[src/rtl/display_scan_pkg.sv]
// display_scan_pkg -- shared constants for the 7-segment scan controller.
//
// Holds the digit code width and the default scan geometry derived from the
// board clock.  Imported by display_scan and clk_divider.
package display_scan_pkg;

   // Width of one BCD digit code.
   localparam int DIGIT_W = 4;

   // Board clock and the defaults derived from it.
   localparam int CLK_HZ          = 50_000_000;
   localparam int DEF_DIGITS      = 6;
   // 1 kHz slot rate -> ~167 Hz full-frame refresh with six digits.
   localparam int DEF_SCAN_DIV    = CLK_HZ / 1000;
   localparam int DEF_DEAD        = 2;
   // Half a second per blink phase -> 1 Hz blink.
   localparam int DEF_BLINK_DIV   = CLK_HZ / 2;

   // Counter width able to hold 0..n-1 (never less than one bit).
   function automatic int cnt_width(input int n);
      return (n > 1) ? $clog2(n) : 1;
   endfunction

endpackage

[src/rtl/clk_divider.sv]
// clk_divider -- modulo-N free-running counter with terminal-count flag.
//
// Ports:
//   clk    in   system clock, rising edge
//   rst_n  in   asynchronous active-low reset (count returns to 0)
//   count  out  current count, 0..N-1
//   tc     out  high during the cycle where count = N-1 (the wrap cycle)
import display_scan_pkg::*;

module clk_divider #(
   parameter int N = 4,
   parameter int W = cnt_width(N)
) (
   input  logic         clk,
   input  logic         rst_n,
   output logic [W-1:0] count,
   output logic         tc
);

   assign tc = (count == W'(N - 1));

   always_ff @(posedge clk or negedge rst_n) begin
      if (!rst_n) begin
         count <= '0;
      end else if (tc) begin
         count <= '0;
      end else begin
         count <= count + 1'b1;
      end
   end

endmodule

[src/rtl/display_scan.sv]
// display_scan -- time-multiplexed scan controller for a common-anode
// 7-segment display.
//
// One digit is shown per scan slot.  Each slot starts with DEAD cycles of all
// anodes off so the previous digit's segments can discharge (anti-ghosting).
// The digit word is captured into a shadow register once per frame, so a
// frame always shows one coherent time value.
//
// Ports:
//   clk          in   system clock, rising edge
//   rst_n        in   asynchronous active-low reset
//   digits       in   packed BCD, digit i at [4i+3:4i], digit 0 rightmost
//   blink_mask   in   1 = digit i blinks (sampled live)
//   dp_mask      in   1 = decimal point lit while digit i is shown
//   blank_lz     in   1 = blank leading zeros
//   bcd          out  current digit code to the segment decoder (registered)
//   an           out  active-low digit enables, one-hot-low or all high
//   dp           out  active-low decimal point
//   frame_start  out  one-cycle pulse when slot 0 begins
import display_scan_pkg::*;

module display_scan #(
   parameter int DIGITS    = DEF_DIGITS,
   parameter int SCAN_DIV  = DEF_SCAN_DIV,
   parameter int DEAD      = DEF_DEAD,
   parameter int BLINK_DIV = DEF_BLINK_DIV
) (
   input  logic                      clk,
   input  logic                      rst_n,
   input  logic [DIGIT_W*DIGITS-1:0] digits,
   input  logic [DIGITS-1:0]         blink_mask,
   input  logic [DIGITS-1:0]         dp_mask,
   input  logic                      blank_lz,
   output logic [DIGIT_W-1:0]        bcd,
   output logic [DIGITS-1:0]         an,
   output logic                      dp,
   output logic                      frame_start
);

   localparam int SEL_W = cnt_width(DIGITS);
   localparam int PW    = cnt_width(SCAN_DIV);
   localparam int BW    = cnt_width(BLINK_DIV);

   localparam logic [SEL_W-1:0] SEL_LAST = SEL_W'(DIGITS - 1);

   logic [PW-1:0]                 pcnt;
   logic                          tick;
   logic [BW-1:0]                 blink_cnt_unused;
   logic                          blink_wrap;
   logic                          bphase;
   logic [SEL_W-1:0]              sel;
   logic [DIGIT_W*DIGITS-1:0]     shadow;

   logic [DIGITS-1:0]             lz_blank;
   logic [DIGITS-1:0]             blank;
   logic [DIGIT_W-1:0]            cur_digit;
   logic                          cur_en;
   logic [DIGITS-1:0]             an_next;
   logic                          dp_next;

   // Slot prescaler: the wrap cycle advances the slot.
   clk_divider #(.N(SCAN_DIV), .W(PW)) u_scan_div (
      .clk   (clk),
      .rst_n (rst_n),
      .count (pcnt),
      .tc    (tick)
   );

   // Blink half-period divider, free-running and independent of the scan.
   clk_divider #(.N(BLINK_DIV), .W(BW)) u_blink_div (
      .clk   (clk),
      .rst_n (rst_n),
      .count (blink_cnt_unused),
      .tc    (blink_wrap)
   );

   // Slot counter and once-per-frame shadow capture.  Reset parks sel on the
   // last slot so the first tick enters slot 0 and loads the shadow.
   always_ff @(posedge clk or negedge rst_n) begin
      if (!rst_n) begin
         sel    <= SEL_LAST;
         shadow <= '0;
      end else if (tick) begin
         if (sel == SEL_LAST) begin
            sel    <= '0;
            shadow <= digits;
         end else begin
            sel    <= sel + 1'b1;
         end
      end
   end

   always_ff @(posedge clk or negedge rst_n) begin
      if (!rst_n) begin
         bphase <= 1'b0;
      end else if (blink_wrap) begin
         bphase <= ~bphase;
      end
   end

   // Leading-zero blanking: walk down from the most significant digit while
   // every digit seen so far is zero.  Digit 0 is never blanked.
   always_comb begin
      logic still_zero;
      lz_blank   = '0;
      still_zero = blank_lz;
      for (int i = DIGITS - 1; i >= 1; i--) begin
         still_zero  = still_zero && (shadow[i*DIGIT_W +: DIGIT_W] == '0);
         lz_blank[i] = still_zero;
      end
   end

   always_comb begin
      blank     = lz_blank | (bphase ? blink_mask : '0);
      cur_digit = shadow[{sel, 2'b00} +: DIGIT_W];
      cur_en    = (pcnt >= PW'(DEAD)) && !blank[sel];
      an_next   = '1;
      an_next[sel] = ~cur_en;
      dp_next   = cur_en ? ~dp_mask[sel] : 1'b1;
   end

   // Output stage: everything leaves through a flop, one stage behind the
   // scan state.  frame_start marks the first output cycle of slot 0.
   always_ff @(posedge clk or negedge rst_n) begin
      if (!rst_n) begin
         bcd         <= '0;
         an          <= '1;
         dp          <= 1'b1;
         frame_start <= 1'b0;
      end else begin
         bcd         <= cur_digit;
         an          <= an_next;
         dp          <= dp_next;
         frame_start <= (sel == '0) && (pcnt == '0);
      end
   end

endmodule

[config.mk]
export PLATFORM = sky130hd
export DESIGN_NAME = display_scan
export DESIGN_NICKNAME = d
export VERILOG_FILES = /design/src/rtl/display_scan_pkg.sv /design/src/rtl/clk_divider.sv /design/src/rtl/display_scan.sv
export SDC_FILE = /design/constraint.sdc
export NUM_CORES = 1
export LEC_CHECK = 0
export ABC_AREA = 1
export BUFFER_PORTS_ARGS = -buffer_cell sky130_fd_sc_hd__buf_4
export CORE_MARGIN = 2
export CORE_UTILIZATION = 35
export DETAILED_ROUTE_END_ITERATION = 6
export GPL_TIMING_DRIVEN = 0
export HOLD_SLACK_MARGIN = 0.03
export SLEW_MARGIN = 25
export SYNTH_ARGS = -nofsm -noshare
export SYNTH_HDL_FRONTEND = slang
export SYNTH_SLANG_ARGS = --single-unit
[constraint.sdc]
create_clock -name clk -period 1.6 [get_ports clk]
set_clock_uncertainty 0.1 [all_clocks]
set_input_delay 0 -clock clk [delete_from_list [all_inputs] [get_ports clk]]
set_output_delay 0 -clock clk [all_outputs]
set_load 0.03 [all_outputs]
Word-level counts from Yosys, hierarchy flattened:

Cells that the tools add are included.

* register bits after elaboration: 81
* input port bits: 39
* output and inout port bits: 12
* logic and storage cells: 53

* add/subtract/negate cells: 3
* magnitude comparators: 3
* equality and inequality tests: 3
* shift-type cells: 1
* multiplexer cells: 11
* bitwise logic cells: 6
* reduce and logical (&&, ||, !) cells: 17

Operators with widths (count)
* adder 25 x 1 -> 25 bit, second input constant: 1
* equality test 25 bit, second input constant: 1
* two-way mux 25 bit: 1
* variable part select 24 x 6 -> 4 bit: 1
* zero test 4 bit: 5
* adder 16 x 1 -> 16 bit, second input constant: 1
* equality test 16 bit, second input constant: 1
* greater-or-equal comparator 16 x 2 -> 1 bit, second input constant: 1
* zero test 16 bit: 1
* two-way mux 16 bit: 1
* bitwise OR 6 bit: 2
* logical AND 1 bit: 8
* binary-select mux 1 bit (select 3 bit): 2
* two-way mux 6 bit: 1
* NOT 6 bit: 1
* < comparator 3 x 4 -> 1 bit, second input constant: 1
* two-way mux 1 bit: 4
* adder 3 x 1 -> 3 bit, second input constant: 1
* demux 1 bit (select 3 bit): 1
* equality test 3 bit, second input constant: 1
* greater-or-equal comparator 3 x 1 -> 1 bit, second input constant: 1
* zero test 3 bit: 1
* two-way mux 3 bit: 1
* NOT 1 bit: 3
* 2 further kinds: 2

Depth between registers and ports, before layout:

* depth in word-level cells: 13
* gate-level depth with buffers: 10

Hierarchy:

From an unflattened synthesis, not the netlist that was laid out.

* cells, all modules: 543
* area total of the unflattened synthesis: 4394.2 um^2

Modules (own cells, without submodules)
* display_scan: times used 1, cells an instance 208, area an instance 1938.1 um^2, seq. area each 1012.2 um^2
* clk_divider (u_blink_div): times used 1, cells an instance 214, area an instance 1579.0 um^2, seq. area each 625.6 um^2
* clk_divider (u_scan_div): times used 1, cells an instance 121, area an instance 877.1 um^2, seq. area each 400.4 um^2

Least setup slack after synthesis:

Ideal clock, no wire load.

* kind: register -> register
* start: reg u_scan_div.count[1]
* end: reg shadow[17]
* arrival time: 1.388 ns
* data required time: 1.384 ns
* slack: -0.005 ns
* cell stages (with the launch flop): 10
* cell sequence: dfrtp_1 ha_1 nand3_2 nor2_1 nand2_2 inv_2 nand2_2 buf_2 nand2_1 nand2_1

* cells in the longest elaborated chain, start to end: 2

Ends and longest elaborated chain
* start, declared: line clk_divider.sv:16 `output logic [W-1:0] count,`
* start signal, assigned: line clk_divider.sv:28 `count <= count + 1'b1;`
* equality test 16 bit: line clk_divider.sv:20 `assign tc = (count == W'(N - 1));`
* AND reduction 2 bit (no line)
* end signal, assigned: line display_scan.sv:86 `shadow <= digits;`
* end, declared: line display_scan.sv:52 `logic [DIGIT_W*DIGITS-1:0] shadow;`

Every way passes these cells.
A chain may end at the register's enable or synchronous reset.

Worst setup path in the final report:

* start: reg u_blink_div.count[13]
* end: reg u_blink_div.count[24]

* cells in the longest elaborated chain, start to end: 2

Ends and longest elaborated chain
* start, declared: line clk_divider.sv:16
* start signal, assigned: line clk_divider.sv:28
* adder 25 x 1 -> 25 bit or equality test 25 bit (tied branches): line clk_divider.sv:28, clk_divider.sv:20
* two-way mux 25 bit (*): line clk_divider.sv:25 `end else if (tc) begin`

Every way passes the cells marked *; elsewhere a longest branch is shown, timed or not.

==> metrics <==
kind of cell adding the most delay to the critical path simple AND/OR/NAND/NOR gates; count of H-tree levels built during CTS 3; clock slew at the register clock pins of the worst setup and hold paths 70 ps; number of slew-limit violations in the final report 0; Synth Warn # 0; final critical path time including I/O delays and setup 1660 ps; post-synthesis compound-gate area fraction 0.0365; cell with the most instances on the worst path sky130_fd_sc_hd__nor2_1; pin slew with the least headroom to its limit 745 ps; P_leak 2.94 nW; violations in the final reports negative setup slack; path type of the worst min-delay path in -> reg; vertical die dimension 117 microns; TritonCTS Sinks 81; starting density of the core 0.357; TritonCTS buffer count 9; clock insertion delay at the later pin of the skew report 340 ps; area share of the largest cell type after synthesis 0.401; global-route usage over all layers 0.176; overall die width 117 microns; number of antenna violations at the first check in global routing 0; clock tree from TritonCTS yes; count of non-filler cells in the finished layout 858; Synth-to-Final Area Change 46.4%; hold path cells 7; DPL Wire Length 7860 microns; average footprint of a synthesized cell 8.03 sq um; synth top area cells sky130_fd_sc_hd__dfrtp_1 (40%), sky130_fd_sc_hd__nand2_1 (13%), sky130_fd_sc_hd__nor2_1 (6.2%), sky130_fd_sc_hd__dfstp_2 (5.3%), sky130_fd_sc_hd__nand3_2 (4.9%); Critical Path Max Stage Delay 430 ps; DRC viols 0; worst reg-to-reg setup slack -60 ps; count leader, synth sky130_fd_sc_hd__nand2_1; first-pass iteration count of the detailed router 5; vias in the first global route 3958; outcome finished with violations; hold_ws 72.2 ps; slowest library cell on the worst path sky130_fd_sc_hd__dfrtp_1; global placement routability congestion 0.910; post-synthesis instance area 4490 sq um; depth of the worst register-to-register path 7; share of synthesized cell area in full adder, half adder and majority cells 0.0112; P_sw 0.974 mW; number of rows in the core area 41; number of unique standard cell types used by synthesis 41; first-pass GRT wire length 18800 microns; RR Startpoint u_blink_div.count[13]; final-report setup violation count 33; element type at the critical path end register; Hold EP an[2]; final worst-path cycle share 1.04; grt total ovfl 0; power density over the cells 664 nW/um^2; accumulated negative setup slack -595 ps; xor and xnor area share after synthesis 0.0488; portion of total power attributed to combinational logic 0.043; async set or reset register ratio after synthesis 1.00; count of buffers inserted at the top-level ports 50; net count after synthesis 602; final wirelength 12200 microns; Yosys reg bits 81; Post-Place Cell Area 5080 sq um; sequential share of power 0.471; sequential fraction of the synthesis area 0.454; maximum resistive drop on vdd 0.000357 V; buffer type at the clock tree root sky130_fd_sc_hd__clkbuf_16; final hold violation count 0; worst-path cell chain nand2_2, nor2_1, nand2_1, nor3_1, nand3_2, xor2_1, nor2_1; max-cap viol count 0; Ant. Diodes 0; layout net count 724; Worst Setup Slack, final -58.7 ps; Worst Path Arrival 1840 ps; layout cells sized above 1 0.392; endpoint of the lowest-slack register-to-register path u_blink_div.count[24]; Via density 4.84; count of mapped cells out of synthesis 559; antenna-violating nets left 0; Final Power 4.36 mW; number of fill cells 1134; most used flip-flop cell after synthesis sky130_fd_sc_hd__dfrtp_1; area fraction in and, or, nand and nor cells after synthesis 0.364; # IOs 51; kind of critical path reg -> reg; vias after detailed routing 4149; Core Box Area 12600 sq um; clock network fraction of design power 0.486; share of synthesized area spent on multiplexers 0; pin count of the biggest net entering global routing 82; number of synthesized flops with an enable pin 0; leading post-synthesis cells by instance count sky130_fd_sc_hd__nand2_1 (151), sky130_fd_sc_hd__nor2_1 (74), sky130_fd_sc_hd__dfrtp_1 (72); post-route cell area 6570 sq um; crit start category register; f_max 0.603 GHz; fraction of power spent switching nets 0.223; Worst Min Path Start blink_mask[2]; cell type contributing the most total cell area after synthesis sky130_fd_sc_hd__dfrtp_1; critical path data required time 1780 ps; average wire per standard cell 14.2 microns; largest family of logic cells by synthesized area simple AND/OR/NAND/NOR gates; Buf/Inv on CP 0; maximum root-to-sink buffer count 2; violation count after the first detailed-route iteration 269; Placed Cells incl. Taps 781; headroom to the max-slew limit 0.504; highest fanout seen on the critical path 6; unrepaired setup endpoints after global routing true; internal power of the cells 3.39 mW; area of the die 13700 sq um
## power groups by stage
stage          clock, mW  combinational [mW]  sequential, mW
6_report            2.12               0.189            2.05
5_1_grt             2.27               0.207            2.05
4_1_cts             2.16               0.187            2.05
3_5_place_dp           0               0.132            2.09
3_3_place_gp           0               0.131            2.09
2_1_floorplan          0             0.00379            2.09
## worst max-delay path by stage
stage                                      from                    end  slack [ps]  cells after the start
after floorplan             u_scan_div.count[1]             shadow[17]           3                      9
after global placement     u_blink_div.count[0]  u_blink_div.count[20]        -440                      8
after detailed placement   u_blink_div.count[0]  u_blink_div.count[20]        -450                      8
after CTS                  u_blink_div.count[1]  u_blink_div.count[11]         -80                      8
after global routing      u_blink_div.count[10]  u_blink_div.count[24]        -190                      7
final                     u_blink_div.count[13]  u_blink_div.count[24]         -60                      7
## worst min-delay path, cell delays in order
cell	delay, ps
sky130_fd_sc_hd__buf_4	90
sky130_fd_sc_hd__nand2_1	40
sky130_fd_sc_hd__nand2_1	50
sky130_fd_sc_hd__nand2_1	40
sky130_fd_sc_hd__nand2_1	80
sky130_fd_sc_hd__nand2_2	100
sky130_fd_sc_hd__nand3_2	70
## state kept, by name, summed over array words and instances (netlist names)
register           cells
dp                     1
frame_start            1
sel                    3
bcd                    4
u_scan_div.count      16
an                     6
u_blink_div.count     25
bphase                 1
shadow                24
## per-stage QoR
step,setup slack (ps),util
2_1_floorplan,3.35,-
3_3_place_gp,-436,0.404
3_5_place_dp,-452,0.404
4_1_cts,-76.9,0.477
5_1_grt,-189,0.523
6_report,-58.7,0.523
## cell families after synthesis
kind of cell             Yosys count
XOR/XNOR                          25
AND/OR/NAND/NOR                  343
AO/OA/AOI/OAI                     25
buffers and inverters             81
adder cells (fa/ha/maj)            4
flip-flops                        81
## layout make-up
cell class | instances | area [sq um] | share of cell area
multi-input combinational | 397 | 2540 | 0.387
tap | 172 | 215 | 0.0328
sequential | 81 | 2050 | 0.311
timing repair inverter | 1 | 7.51 | 0.00114
timing repair buffer | 110 | 1030 | 0.157
clock buffer | 9 | 225 | 0.0343
clock inverter | 7 | 77.6 | 0.0118
buffer | 12 | 158 | 0.0240
inverter | 69 | 267 | 0.0406
## per-layer routing
metal	GRT usage	share of wire
met1	0.238	0.44
met2	0.285	0.50
met3	0.0283	0.045
met4	0.0651	0.019
met5	0	0
## what timing repair did
item                       in CTS  in global routing
setup endpoints to repair      64                 66
pin swaps                      20                 30
setup buffers                  18                  8
hold endpoints to repair      103                  0
gates resized for setup        39                113
cloned                          1                  6
hold buffers                   29                  0
## cell usage in the layout, fill, tap and decap left out, types with 3 or more instances in the layout
cell type / synthesis / routed
sky130_fd_sc_hd__buf_8: 1 / 3
sky130_fd_sc_hd__nor3_4: 1 / 3
sky130_fd_sc_hd__nor4_4: 0 / 3
sky130_fd_sc_hd__o21ai_0: 6 / 3
sky130_fd_sc_hd__nor2_1: 74 / 59
sky130_fd_sc_hd__inv_2: 17 / 15
sky130_fd_sc_hd__buf_6: 3 / 12
sky130_fd_sc_hd__o21ai_1: 1 / 4
sky130_fd_sc_hd__dfrtp_1: 72 / 66
sky130_fd_sc_hd__clkbuf_16: 0 / 14
sky130_fd_sc_hd__nor3_1: 15 / 13
sky130_fd_sc_hd__dlygate4sd3_1: 0 / 29
sky130_fd_sc_hd__nand2_4: 0 / 15
sky130_fd_sc_hd__nand2_1: 151 / 104
sky130_fd_sc_hd__nand2_2: 3 / 35
sky130_fd_sc_hd__nor3_2: 3 / 3
sky130_fd_sc_hd__a21oi_1: 3 / 3
sky130_fd_sc_hd__nand4_1: 14 / 14
sky130_fd_sc_hd__nor4_1: 6 / 3
sky130_fd_sc_hd__nor2_4: 2 / 11
sky130_fd_sc_hd__buf_12: 2 / 4
sky130_fd_sc_hd__nand3_1: 40 / 24
sky130_fd_sc_hd__inv_1: 52 / 51
sky130_fd_sc_hd__xor2_1: 21 / 21
sky130_fd_sc_hd__xnor2_1: 4 / 4
sky130_fd_sc_hd__dfstp_2: 9 / 9
sky130_fd_sc_hd__nand3_2: 22 / 36
sky130_fd_sc_hd__dfrtp_2: 0 / 6
sky130_fd_sc_hd__inv_6: 0 / 3
sky130_fd_sc_hd__inv_4: 0 / 3
sky130_fd_sc_hd__a22oi_1: 3 / 3
sky130_fd_sc_hd__buf_4: 2 / 68
sky130_fd_sc_hd__nor2_2: 8 / 14
Note: power is estimated with default switching activity, not from simulation.
